$ cat src/rtl/phase_seq_pkg.sv
// phase_seq_pkg: shared types and constants for phase_seq_arbiter.
//   state_e      controller states
//   PH_*         engine phase codes
//   DEF_*        default parameter values
//   phase_of()   expected engine phase for a controller state
package phase_seq_pkg;

  typedef enum logic [2:0] {
    IDLE  = 3'd0,
    START = 3'd1,
    PH1   = 3'd2,
    PH2   = 3'd3,
    DWELL = 3'd4,
    DONE  = 3'd5
  } state_e;

  localparam logic [2:0] PH_IDLE  = 3'b001;
  localparam logic [2:0] PH_ONE   = 3'b010;
  localparam logic [2:0] PH_TWO   = 3'b100;
  localparam logic [2:0] PH_THREE = 3'b111;

  localparam int unsigned DEF_NREQ    = 4;
  localparam int unsigned DEF_DWELL_W = 4;

  function automatic logic [2:0] phase_of(input state_e s);
    logic [2:0] ph;
    case (s)
      PH1:     ph = PH_ONE;
      PH2:     ph = PH_TWO;
      DWELL:   ph = PH_THREE;
      default: ph = PH_IDLE;
    endcase
    return ph;
  endfunction

endpackage

$ cat src/rtl/phase_seq_arbiter_rr_arbiter.sv
// rr_arbiter: combinational round-robin winner select.
//   req       in   NREQ   request vector
//   last_ptr  in   PTR_W  index of the requester granted last
//   gnt       out  NREQ   one-hot winner, zero when no request
// The search begins at the requester after last_ptr and wraps.
module rr_arbiter #(
  parameter int unsigned NREQ  = 4,
  parameter int unsigned PTR_W = $clog2(NREQ)
) (
  input  logic [NREQ-1:0]  req,
  input  logic [PTR_W-1:0] last_ptr,
  output logic [NREQ-1:0]  gnt
);

  logic [PTR_W-1:0] pos;
  logic             found;

  always_comb begin
    gnt   = '0;
    found = 1'b0;
    pos   = '0;
    for (int unsigned k = 1; k <= NREQ; k++) begin
      pos = PTR_W'((32'(last_ptr) + k) % NREQ);
      if (!found && req[pos]) begin
        gnt[pos] = 1'b1;
        found    = 1'b1;
      end
    end
  end

endmodule

$ cat src/rtl/phase_seq_arbiter.sv
// phase_seq_arbiter: shares one four-phase stepping engine among NREQ
// requesters. Round-robin grant, then one start/step2/step3 cycle for the
// winner with a per-requester dwell in the final phase.
//   clk        in   1             rising-edge clock
//   clr        in   1             async active-high reset
//   req        in   NREQ          level requests
//   dwell      in   NREQ*DWELL_W  dwell counts, requester i at [i*DWELL_W +: DWELL_W]
//   abort      in   1             cancel current operation (PHASE_SEQ_ABORT_EN only)
//   start      out  1             engine start pulse
//   step2      out  1             engine step2 control
//   step3      out  1             engine step3 control
//   grant      out  NREQ          one-hot engine owner, zero when idle
//   busy       out  1             high in every non-IDLE state
//   done       out  1             one-cycle completion pulse
//   aborted    out  1             qualifies done: operation was cancelled
//   phase_out  out  3             expected engine phase code
// Build option: define PHASE_SEQ_ABORT_EN to enable abort handling;
// otherwise abort is ignored and aborted is held low.
module phase_seq_arbiter
  import phase_seq_pkg::*;
#(
  parameter int unsigned NREQ    = DEF_NREQ,
  parameter int unsigned DWELL_W = DEF_DWELL_W
) (
  input  logic                    clk,
  input  logic                    clr,
  input  logic [NREQ-1:0]         req,
  input  logic [NREQ*DWELL_W-1:0] dwell,
  input  logic                    abort,
  output logic                    start,
  output logic                    step2,
  output logic                    step3,
  output logic [NREQ-1:0]         grant,
  output logic                    busy,
  output logic                    done,
  output logic                    aborted,
  output logic [2:0]              phase_out
);

  localparam int unsigned PTR_W = $clog2(NREQ);

  state_e             state_q, state_d;
  logic [DWELL_W-1:0] cnt_q, cnt_d;
  logic [NREQ-1:0]    grant_q, grant_d;
  logic [PTR_W-1:0]   win_q, win_d;
  logic [PTR_W-1:0]   last_q, last_d;

  logic [NREQ-1:0]    arb_gnt;
  logic [PTR_W-1:0]   arb_idx;
  logic [DWELL_W-1:0] arb_dwell;

  rr_arbiter #(
    .NREQ  (NREQ),
    .PTR_W (PTR_W)
  ) u_rr (
    .req      (req),
    .last_ptr (last_q),
    .gnt      (arb_gnt)
  );

  // Winner index and its dwell slice, decoded from the one-hot grant.
  always_comb begin
    arb_idx   = '0;
    arb_dwell = '0;
    for (int unsigned k = 0; k < NREQ; k++) begin
      if (arb_gnt[k]) begin
        arb_idx   = k[PTR_W-1:0];
        arb_dwell = dwell[k*DWELL_W +: DWELL_W];
      end
    end
  end

`ifdef PHASE_SEQ_ABORT_EN
  logic abrt_q, abrt_d;
`else
  logic unused_abort;
  assign unused_abort = abort;
`endif

  always_ff @(posedge clk or posedge clr) begin
    if (clr) begin
      state_q <= IDLE;
      cnt_q   <= '0;
      grant_q <= '0;
      win_q   <= '0;
      // Pointing at the last requester gives requester 0 top priority.
      last_q  <= PTR_W'(NREQ - 1);
`ifdef PHASE_SEQ_ABORT_EN
      abrt_q  <= 1'b0;
`endif
    end else begin
      state_q <= state_d;
      cnt_q   <= cnt_d;
      grant_q <= grant_d;
      win_q   <= win_d;
      last_q  <= last_d;
`ifdef PHASE_SEQ_ABORT_EN
      abrt_q  <= abrt_d;
`endif
    end
  end

  always_comb begin
    state_d = state_q;
    cnt_d   = cnt_q;
    grant_d = grant_q;
    win_d   = win_q;
    last_d  = last_q;
`ifdef PHASE_SEQ_ABORT_EN
    abrt_d  = abrt_q;
`endif
    start   = 1'b0;
    step2   = 1'b0;
    step3   = 1'b0;

    case (state_q)
      IDLE: begin
        if (|req) begin
          grant_d = arb_gnt;
          win_d   = arb_idx;
          cnt_d   = arb_dwell;
          state_d = START;
`ifdef PHASE_SEQ_ABORT_EN
          abrt_d  = 1'b0;
`endif
        end
      end
      START: begin
        start   = 1'b1;
        state_d = PH1;
`ifdef PHASE_SEQ_ABORT_EN
        if (abort) begin
          state_d = DONE;
          abrt_d  = 1'b1;
        end
`endif
      end
      PH1: begin
        state_d = PH2;
`ifdef PHASE_SEQ_ABORT_EN
        if (abort) begin
          state_d = DONE;
          abrt_d  = 1'b1;
        end
`endif
      end
      PH2: begin
        step2   = 1'b1;
        state_d = DWELL;
`ifdef PHASE_SEQ_ABORT_EN
        // Withholding step2 lets the engine fall back to phase 001.
        if (abort) begin
          step2   = 1'b0;
          state_d = DONE;
          abrt_d  = 1'b1;
        end
`endif
      end
      DWELL: begin
        if (cnt_q == '0) begin
          step3   = 1'b1;
          state_d = DONE;
        end else begin
          cnt_d = cnt_q - 1'b1;
        end
`ifdef PHASE_SEQ_ABORT_EN
        if (abort) begin
          step3   = 1'b1;
          state_d = DONE;
          abrt_d  = 1'b1;
        end
`endif
      end
      DONE: begin
        last_d  = win_q;
        grant_d = '0;
        state_d = IDLE;
      end
      default: state_d = IDLE;
    endcase
  end

  assign grant     = grant_q;
  assign busy      = (state_q != IDLE);
  assign done      = (state_q == DONE);
  assign phase_out = phase_of(state_q);

`ifdef PHASE_SEQ_ABORT_EN
  assign aborted = done & abrt_q;
`else
  assign aborted = 1'b0;
`endif

endmodule
$ cat config.mk
export PLATFORM = sky130hd
export DESIGN_NAME = phase_seq_arbiter
export DESIGN_NICKNAME = d
export VERILOG_FILES = /design/src/rtl/phase_seq_pkg.sv /design/src/rtl/phase_seq_arbiter_rr_arbiter.sv /design/src/rtl/phase_seq_arbiter.sv
export SDC_FILE = /design/constraint.sdc
export NUM_CORES = 1
export LEC_CHECK = 0
export CAP_MARGIN = 0
export CORE_MARGIN = 2
export CORE_UTILIZATION = 51
export DETAILED_ROUTE_END_ITERATION = 7
export PLACE_DENSITY = 0.88
export SLEW_MARGIN = 20
export SYNTH_ARGS = -nofsm -noshare
export SYNTH_HDL_FRONTEND = slang
export SYNTH_SLANG_ARGS = --single-unit
export TNS_END_PERCENT = 50
$ cat constraint.sdc
create_clock -name clk -period 5.9 [get_ports clk]
set_input_delay 0.885 -clock clk [delete_from_list [all_inputs] [get_ports clk]]
set_output_delay 0.885 -clock clk [all_outputs]
set_load 0.03 [all_outputs]
==> impl_metrics.ini <==
[hold_path]
worstHoldPathType = reg -> reg
hold_path_depth = 2

[drt]
vias = 1217
first_pass_iters = 4
antenna_left = 0
drc = 0
drt-wirelength-per-cell_um = 16.1
via_per_inst = 6.05
drt_iter0_markers = 30
routed_wl_um = 3230

[sta]
finalHoldViolCount = 0
slew_violations = 0
rsz0062_at_grt = no
finalSetupTns_ns = 0
finalCritPeriodShare = 0.527
maxSlewHeadroom = 0.506
fin_worst_skew_ns = 0.00249
worstMarginPinSlew_ns = 0.742
finalSetupViolCount = 0
whs_ns = 0.513
setup_slack_ns = 2.79
min_period_ns = 3.11
fmax_ghz = 0.322

[final_layout]
drive_above_1_share = 0.123
syn_to_final_growth_pct = 28.1
antenna_cells = 0
nets = 204

[clock_tree]
cts-resized-gates = 0
cts_sinks = 15
ctsHoldBuffers = 0
postCtsSetupBuffers = 0
clk_latency_ns = 0.29
clock-root-buffer = clkbuf_4
htree_levels = 1
clkSlewWorstSetupHoldPaths_ns = 0.10
cts_buffers = 3
clock_path_buffers = 2
cts_tree = built

[synthesis]
synth_edf_count = 0
synthArstFlopShare = 1.00
ys_seq_elements = 15
ys.flop_type = dfrtp_1
synth_area_um2 = 1270
seq_area_frac_synth = 0.298
ys_types = 48
yosysWarnings = 0
syn_inst = 140
avgSynthCellArea_um2 = 9.06
synthesis.nets = 172

[power_and_ir_drop]
power_leakage_nw = 0.653
peakVddDrop_uv = 400
power.total_mw = 1.00
power.density_nw_per_um2 = 616

[global_route]
grt_pass1_vias = 1137
grt_max_degree = 16
grt_pass1_wl_um = 5180
grt-ovfl-total = 0
antenna_found_initial = 0
grt_use_total = 0.249

[setup_path]
cp_max_fo = 4
critPathArrivalTime_ns = 2.23
rr_worst_depth = 8
crit_path_end_kind = primary output
worstSetupStartpointType = register
worst-setup-path-type = reg -> out
worstPathRequired_ns = 5.02

[status]
run_status = complete, no violations

[placement]
gp_congestion = 0.869
pre_cts_slack_ns = 2.62
portBuffers = 33
dp_hpwl_um = 2510

[floorplanning]
die_w_um = 53.9
io_pins = 36
rows = 18
coreArea_um2 = 2410
dieHeight_um = 53.9
dieArea_um2 = 2900
initial_core_util = 0.526

[job]
cap_violations = 0
## per-stage QoR
stage               area, µm²  std cells  utilization
global route             1630        201        0.674
detailed placement       1600        197        0.662
finish                   1630        201        0.674
CTS                      1630        201        0.674
global placement         1600        197        0.662
floorplan                1270        140            -
## synth_stat cells, types with 3 or more instances
cell type / n / share of area
a21oi_1: 14 / 0.055
dfrtp_1: 13 / 0.26
nand2_1: 11 / 0.033
inv_1: 10 / 0.030
ha_1: 9 / 0.089
nor2_1: 7 / 0.021
o21ai_0: 6 / 0.024
nand3_1: 5 / 0.020
a31oi_1: 4 / 0.020
mux4_2: 4 / 0.071
nand3b_1: 4 / 0.024
o21ai_1: 4 / 0.016
buf_4: 3 / 0.018
## worst paths after layout
kind	from	to	slack (ns)
max	cnt_q[0]	step3	2.79
min	win_q[0]	last_q[0]	0.51
max reg2reg	last_q[0]	cnt_q[1]	3.01
min reg2reg	win_q[0]	last_q[0]	0.51
max in group asynchronous	clr	cnt_q[1]	4.58
min in group asynchronous	clr	state_q[2]	0.94
## sequential cells by signal (all words and copies together) (netlist names)
signal / cells
cnt_q: 4
grant: 4
last_q: 2
state_q: 3
win_q: 2
## cell type report
class / count / area, µm²
multi-input cells: 108 / 808
fillers: 198 / 785
flip-flops and latches: 15 / 378
repair buffers: 33 / 330
inverters: 11 / 41.3
well taps: 30 / 37.5
clock buffers: 3 / 22.5
clock inverters: 1 / 7.51
## cell families after synthesis
| kind of cell | Yosys count | share of synthesized area |
|---|---|---|
| AOI/OAI and AO/OA | 49 | 0.267 |
| and+or+nand+nor | 43 | 0.193 |
| buffers and inverters | 17 | 0.0651 |
| DFF | 15 | 0.298 |
| adders and majority gates | 9 | 0.0888 |
| muxes | 4 | 0.0710 |
| xor gates and xnor gates | 2 | 0.0138 |
| other | 1 | 0.00296 |
## cell usage in the layout, fill, tap and decap left out, drive strengths merged, types with 3 or more instances in the layout
master and count:
nand2 12, nor2 7, ha 9, a21oi 14, clkdlybuf4s50 33, mux4 4, nand3b 4, nand3 5
a31oi 4, a211oi 3, a221oi 4, inv 11, clkbuf 3, o21ai 10, dfrtp 13, o211ai 3
## report_power, final
group	switching (mW)	internal, mW	total [mW]
clock	0.0375	0.0258	0.0633
combinational	0.424	0.293	0.717
sequential	0.0618	0.159	0.221
total	0.523	0.478	1.00
## routing by layer
metal	up-vias	wire [µm]	global-route usage
met4	0	27	0.0812
met3	4	225	0.0472
li1	590	-	-
met1	584	1380	0.332
met2	39	1590	0.404
met5	-	0	0
## critical path: stages (launching register included)
cell             delay, ns
dfrtp_1               0.43
inv_1                 0.07
ha_1                  0.19
or3b_2                0.47
nor2_1                0.10
clkdlybuf4s50_1       0.67
No activity file was read; power rests on OpenSTA's default activity.
